==> config.mk <==
export PLATFORM = sky130hd
export DESIGN_NAME = alu_arbiter
export DESIGN_NICKNAME = d
export VERILOG_FILES = /design/src/rtl/alu_arb_pkg.sv /design/src/rtl/rr_arbiter.sv /design/src/rtl/alu_arbiter.sv
export SDC_FILE = /design/constraint.sdc
export NUM_CORES = 1
export LEC_CHECK = 0
export ABC_AREA = 1
export BUFFER_PORTS_ARGS = -buffer_cell sky130_fd_sc_hd__buf_2
export CORE_MARGIN = 2
export CORE_UTILIZATION = 45
export DETAILED_ROUTE_END_ITERATION = 8
export MAX_ROUTING_LAYER = met4
export PLACE_DENSITY_LB_ADDON = 0.05
export SLEW_MARGIN = 40
export SYNTH_ARGS = -nofsm -noshare
export SYNTH_HDL_FRONTEND = slang
export SYNTH_SLANG_ARGS = --single-unit
export TNS_END_PERCENT = 20
==> constraint.sdc <==
create_clock -name clk -period 6 [get_ports clk]
set_clock_uncertainty 0.1 [all_clocks]
set_input_delay 0.3 -clock clk [delete_from_list [all_inputs] [get_ports clk]]
set_output_delay 0.3 -clock clk [all_outputs]
set_load 0.02 [all_outputs]
==> src/rtl/alu_arb_pkg.sv <==
// rtl/alu_arb_pkg.sv - shared types and constants for the ALU sequencer/arbiter
package alu_arb_pkg;

   typedef enum logic [1:0] {
      ST_IDLE = 2'd0,
      ST_EXEC = 2'd1,
      ST_RESP = 2'd2
   } alu_arb_state_e;

   typedef enum logic [3:0] {
      MODE_ADD   = 4'd0,
      MODE_SUB   = 4'd1,
      MODE_PASS1 = 4'd2,
      MODE_PASS2 = 4'd3,
      MODE_AND   = 4'd4,
      MODE_OR    = 4'd5,
      MODE_XOR   = 4'd6,
      MODE_MUL   = 4'd7,
      MODE_INC2  = 4'd8,
      MODE_INC1  = 4'd9,
      MODE_ROL   = 4'd10,
      MODE_ROR   = 4'd11,
      MODE_SHL2  = 4'd12,
      MODE_SHR2  = 4'd13,
      MODE_ASR3  = 4'd14,
      MODE_NEG   = 4'd15
   } alu_mode_e;

   localparam int FLAG_Z = 3;
   localparam int FLAG_C = 2;
   localparam int FLAG_O = 1;
   localparam int FLAG_S = 0;

endpackage

==> src/rtl/rr_arbiter.sv <==
// rtl/rr_arbiter.sv - request vector to one-hot grant and index, round-robin pointer
// ALU_ARB_FIXED_PRIO_EN selects lowest-index-wins priority and drops the pointer.
module rr_arbiter #(
   parameter int NREQ = 4,
   parameter int IDW  = $clog2(NREQ)
) (
   input  logic            i_clk,
   input  logic            i_rst_n,
   input  logic [NREQ-1:0] i_req,
   input  logic            i_advance,
   output logic [NREQ-1:0] o_grant,
   output logic [IDW-1:0]  o_grant_idx,
   output logic            o_grant_valid
);

`ifdef ALU_ARB_FIXED_PRIO_EN
   logic w_unused;
   assign w_unused = i_clk ^ i_rst_n ^ i_advance;

   // Scan downward so the lowest valid index is the last one written.
   always_comb begin
      o_grant_valid = 1'b0;
      o_grant_idx   = '0;
      for (int i = NREQ - 1; i >= 0; i--) begin
         if (i_req[IDW'(i)]) begin
            o_grant_valid = 1'b1;
            o_grant_idx   = IDW'(i);
         end
      end
   end
`else
   logic [IDW-1:0] r_ptr;
   logic [IDW:0]   w_sum;
   logic [IDW-1:0] w_pos;

   // Search begins at the pointer and wraps from NREQ-1 back to 0.
   always_comb begin
      o_grant_valid = 1'b0;
      o_grant_idx   = '0;
      w_sum         = '0;
      w_pos         = '0;
      for (int i = 0; i < NREQ; i++) begin
         w_sum = {1'b0, r_ptr} + (IDW+1)'(i);
         if (w_sum >= (IDW+1)'(NREQ)) begin
            w_sum = w_sum - (IDW+1)'(NREQ);
         end
         w_pos = w_sum[IDW-1:0];
         if (!o_grant_valid && i_req[w_pos]) begin
            o_grant_valid = 1'b1;
            o_grant_idx   = w_pos;
         end
      end
   end

   always_ff @(posedge i_clk) begin
      if (!i_rst_n) begin
         r_ptr <= '0;
      end else if (i_advance && o_grant_valid) begin
         r_ptr <= (o_grant_idx == IDW'(NREQ - 1)) ? '0 : o_grant_idx + IDW'(1);
      end
   end
`endif

   assign o_grant = o_grant_valid ? (NREQ'(1) << o_grant_idx) : '0;

endmodule

==> src/rtl/alu_arbiter.sv <==
// rtl/alu_arbiter.sv - shares one 8-bit ALU among NREQ requesters, id-tagged responses
// ALU_ARB_FIXED_PRIO_EN (in rr_arbiter) switches round-robin to fixed priority.
module alu_arbiter
   import alu_arb_pkg::*;
#(
   parameter int NREQ = 4,
   parameter int IDW  = $clog2(NREQ)
) (
   input  logic              clk,
   input  logic              rst_n,
   input  logic [NREQ-1:0]   req_valid,
   output logic [NREQ-1:0]   req_ready,
   input  logic [NREQ*4-1:0] req_mode,
   input  logic [NREQ*8-1:0] req_op1,
   input  logic [NREQ*8-1:0] req_op2,
   output logic              rsp_valid,
   input  logic              rsp_ready,
   output logic [IDW-1:0]    rsp_id,
   output logic [7:0]        rsp_result,
   output logic [3:0]        rsp_flag,
   output logic              alu_enable,
   output logic [3:0]        alu_mode,
   output logic [7:0]        alu_op1,
   output logic [7:0]        alu_op2,
   input  logic [7:0]        alu_result,
   input  logic [3:0]        alu_flag
);

   alu_arb_state_e r_state;
   alu_arb_state_e w_next;

   logic [3:0]     r_mode;
   logic [7:0]     r_op1;
   logic [7:0]     r_op2;
   logic [IDW-1:0] r_id;

   logic [NREQ-1:0] w_grant;
   logic [IDW-1:0]  w_idx;
   logic            w_found;
   logic            w_can_grant;
   logic            w_accept;

   logic [3:0] w_mode_arr [NREQ];
   logic [7:0] w_op1_arr  [NREQ];
   logic [7:0] w_op2_arr  [NREQ];

   for (genvar g = 0; g < NREQ; g++) begin : g_unpack
      assign w_mode_arr[g] = req_mode[g*4 +: 4];
      assign w_op1_arr[g]  = req_op1[g*8 +: 8];
      assign w_op2_arr[g]  = req_op2[g*8 +: 8];
   end

   rr_arbiter #(
      .NREQ (NREQ),
      .IDW  (IDW)
   ) u_arb (
      .i_clk         (clk),
      .i_rst_n       (rst_n),
      .i_req         (req_valid),
      .i_advance     (w_accept),
      .o_grant       (w_grant),
      .o_grant_idx   (w_idx),
      .o_grant_valid (w_found)
   );

   // Reset is folded in so a handshake coinciding with reset is never offered.
   assign w_can_grant = rst_n && ((r_state == ST_IDLE) || ((r_state == ST_RESP) && rsp_ready));
   assign w_accept    = w_can_grant && w_found;
   assign req_ready   = w_can_grant ? w_grant : '0;

   always_comb begin
      w_next     = r_state;
      alu_enable = 1'b0;
      alu_mode   = 4'd0;
      alu_op1    = 8'd0;
      alu_op2    = 8'd0;
      rsp_valid  = 1'b0;
      case (r_state)
         ST_IDLE: begin
            if (w_accept) begin
               w_next = ST_EXEC;
            end
         end
         ST_EXEC: begin
            alu_enable = 1'b1;
            alu_mode   = r_mode;
            alu_op1    = r_op1;
            alu_op2    = r_op2;
            w_next     = ST_RESP;
         end
         ST_RESP: begin
            rsp_valid = 1'b1;
            if (rsp_ready) begin
               w_next = w_accept ? ST_EXEC : ST_IDLE;
            end
         end
         default: begin
            w_next = ST_IDLE;
         end
      endcase
   end

   always_ff @(posedge clk) begin
      if (!rst_n) begin
         r_state    <= ST_IDLE;
         r_mode     <= 4'd0;
         r_op1      <= 8'd0;
         r_op2      <= 8'd0;
         r_id       <= '0;
         rsp_id     <= '0;
         rsp_result <= 8'd0;
         rsp_flag   <= 4'd0;
      end else begin
         r_state <= w_next;
         if (w_accept) begin
            r_mode <= w_mode_arr[w_idx];
            r_op1  <= w_op1_arr[w_idx];
            r_op2  <= w_op2_arr[w_idx];
            r_id   <= w_idx;
         end
         // ALU is combinational beside us; its outputs are valid during EXEC.
         if (r_state == ST_EXEC) begin
            rsp_id     <= r_id;
            rsp_result <= alu_result;
            rsp_flag   <= alu_flag;
         end
      end
   end

endmodule

==> run summary <==
Status -> finished clean
Routed vias/inst -> 4.70
Power per cell area -> 457 nW/um2
Die area -> 6730 um2
Drt pass-1 iters -> 5
Synthesized instance count -> 463
Switching Share -> 50.9%
Final setup viols -> 0
Combinational share of power -> 60.7%
Syn Area/Cell -> 5.92 um2
Worst hold path class -> in2reg
Total GRT Usage -> 22.1%
Layout cell share with drive strength beyond 1 -> 29.0%
Worst-Skew Late Latency -> 0.30 ns
WHS -> 0.113 ns
# clock sinks -> 40
Final worst path period share -> 54.7%
Layout Nets -> 686
Vias in the first global route -> 2709
CTS tree -> built
Crit path launch type -> flip-flop
Final slew viol count -> 0
Core area -> 5890 um2
Largest net degree at the start of global routing -> 45
Worst Tran Pin Value -> 0.738 ns
Mapped Area -> 2740 um2
Synth Register Bits -> 40
Post-CTS Hold Fix Bufs -> 0
Period minus WS final -> 3.28 ns
Worst path arrival time -> 2.88 ns
Achievable Freq -> 305 MHz
Setup Buffers After CTS -> 0
Setup CP Type -> reg2out
CP max-delay cell -> dfxtp_1
Sequential area share after synthesis -> 29.2%
IO Count -> 139
Post-Place Setup Slack -> 2.66 ns
DRT Wirelength -> 7.07 mm
First-pass GRT wire length -> 11.6 mm
Critical path buffers and inverters -> 3
Distinct cells, synth -> 29
DRC viols -> 0
Wire per inst -> 10.7 um
Top post-synthesis cells by area -> dfxtp_1 (29%), nand2_1 (17%), inv_1 (11%), nand3_1 (10%), nor2_1 (8.8%)
Final ANT Viol Nets -> 0
DR vias -> 3105
Cell mode on critical path -> nor2_1
WP data required -> 5.60 ns
Net Sw Power -> 0.000815 W
Initial antenna violation count -> 0
Die Ht -> 82.0 um
Clock buffer depth -> 2
Tot Pwr -> 0.00160 W
Post-cts resize count -> 0
Max-cap violations -> 0
VDD IR max -> 0.257 mV
Seq pwr share -> 25.6%
Fin Setup TNS -> 0 ns
Post-DP HPWL -> 5.20 mm
# diodes -> 0
Area Overhead vs Synth -> 27.8%
Root Buffer Master -> clkbuf_8
Clock-pin transition on the worst setup and hold timing paths -> 0.09 ns
Port Buffer Count -> 138
Most common cell after layout, fill and taps aside -> buf_2
Clock Power Share -> 13.7%
Htree depth -> 2
Crit path largest cell delay -> 0.58 ns
Aggregate global routing overflow -> 0
CP Capture Type -> output pin
Mapped Nets -> 564
Hold Vio Cnt, Final -> 0
Worst-path fanout max -> 44
Post-synth top area share -> 29.2%
Most frequent cells in the layout -> buf_2 (138), nand2_1 (122), inv_1 (79)
Synth area leader -> dfxtp_1
Die width -> 82.0 um
Starting density of the core -> 46.6%
Slew margin rel. -> 50.6%
Delay-heaviest family, CP -> simple AND/OR/NAND/NOR gates
Post-route setup slack -> 2.72 ns
TritonCTS Buffers -> 5
Leak -> 2.04 nW
Syn. warnings -> 0
Internal power -> 0.000787 W
DRT iter0 DRCs -> 119
Global placement routability congestion -> 0.831
Floorplan row count -> 28
Crit path cell chain -> inv_2 -> nand2_1 -> nand3_1 -> nand2_2 -> nor2_1 -> nor2_1 -> nand2_2 -> nand2_4 -> ha_1 -> inv_1 -> nor2_1 -> buf_2
Unrepaired setup endpoints after global routing -> false
==> cells in the mapped netlist <==
cell type and count:
nand3b_1 12, ha_1 2, dfxtp_1 40, buf_2 8
nand2_4 1, o21ai_1 1, inv_1 79, and2_1 1
a211oi_2 2, inv_4 1, clkinv_1 1, buf_6 5
nor2_4 2, buf_1 1, nor2_8 1, o21ai_2 1
a21oi_1 24, a211oi_1 1, inv_2 3, nand4_1 1
clkbuf_1 5, nand3_2 3, nand3_1 57, o21ai_0 14
nand2_1 123, nand2_2 5, buf_4 4, nor2_2 1
nor2_1 64
==> flip-flops by register name, indices dropped and copies added (netlist names) <==
register     cells
r_op1            8
r_op2            8
rsp_result       8
r_mode           4
rsp_flag         4
r_id             2
r_state          2
rsp_id           2
u_arb.r_ptr      2
==> final cells by class <==
type | count | area (um2)
Fill cell | 611 | 2380
Multi-Input combinational cell | 316 | 1490
Sequential cell | 40 | 801
Timing Repair Buffer | 138 | 691
Inverter | 84 | 319
Tap cell | 75 | 93.8
Clock buffer | 5 | 68.8
Clock inverter | 3 | 42.5
==> tightest hold or removal path, delay by kind of cell <==
family	cells	cell delay, ns
simple gates	2	0.11
buf+inv	1	0.07
==> cells by family after synthesis <==
kind of cell    after synthesis  share of synthesized area (%)
simple gates                271                           44.2
buf+inv                     107                           17.0
fa+ha+maj                     2                          0.913
compound gates               43                           8.63
flops                        40                           29.2
==> power by group through the flow <==
stage	clock network [W]	logic [W]	registers, W
after floorplan	0	0.000793	0.000434
after global placement	0	0.000961	0.000412
after detailed placement	0	0.000976	0.000414
after CTS	0.000225	0.000979	0.000410
after global routing	0.000235	0.00112	0.000422
final	0.000219	0.000971	0.000411
==> metrics by stage <==
stage                     std cells  area [um2]  utilization, %
after floorplan                 463        2740               -
after global placement          653        3380            57.4
after detailed placement        653        3380            57.5
after CTS                       661        3490            59.4
after global routing            661        3500            59.5
final                           661        3500            59.5
==> worst paths after layout <==
| path | from | end | slack [ns] | depth (start not counted) |
|---|---|---|---|---|
| min reg2reg | r_id[1]$_SDFFE_PN0P_ | rsp_id[1]$_SDFFE_PN0P_ | 0.37 | 2 |
| min | alu_flag[2] | rsp_flag[2]$_SDFFE_PN0P_ | 0.11 | 3 |
| max | u_arb.r_ptr[0]$_SDFFE_PN0P_ | req_ready[2] | 2.72 | 12 |
| max reg2reg | u_arb.r_ptr[0]$_SDFFE_PN0P_ | r_mode[1]$_SDFFE_PN0P_ | 3.14 | 12 |
==> per-layer routing <==
layer  vias up  global-route usage, %  part of all wire, %
li1       1657                      -                    -
met1      1368                   26.6                   45
met2        76                   38.5                   49
met3         4                   4.51                  5.5
met4         0                   4.33                 0.41
met5         -                      -                    0
Note: power is estimated with default switching activity, not from simulation.
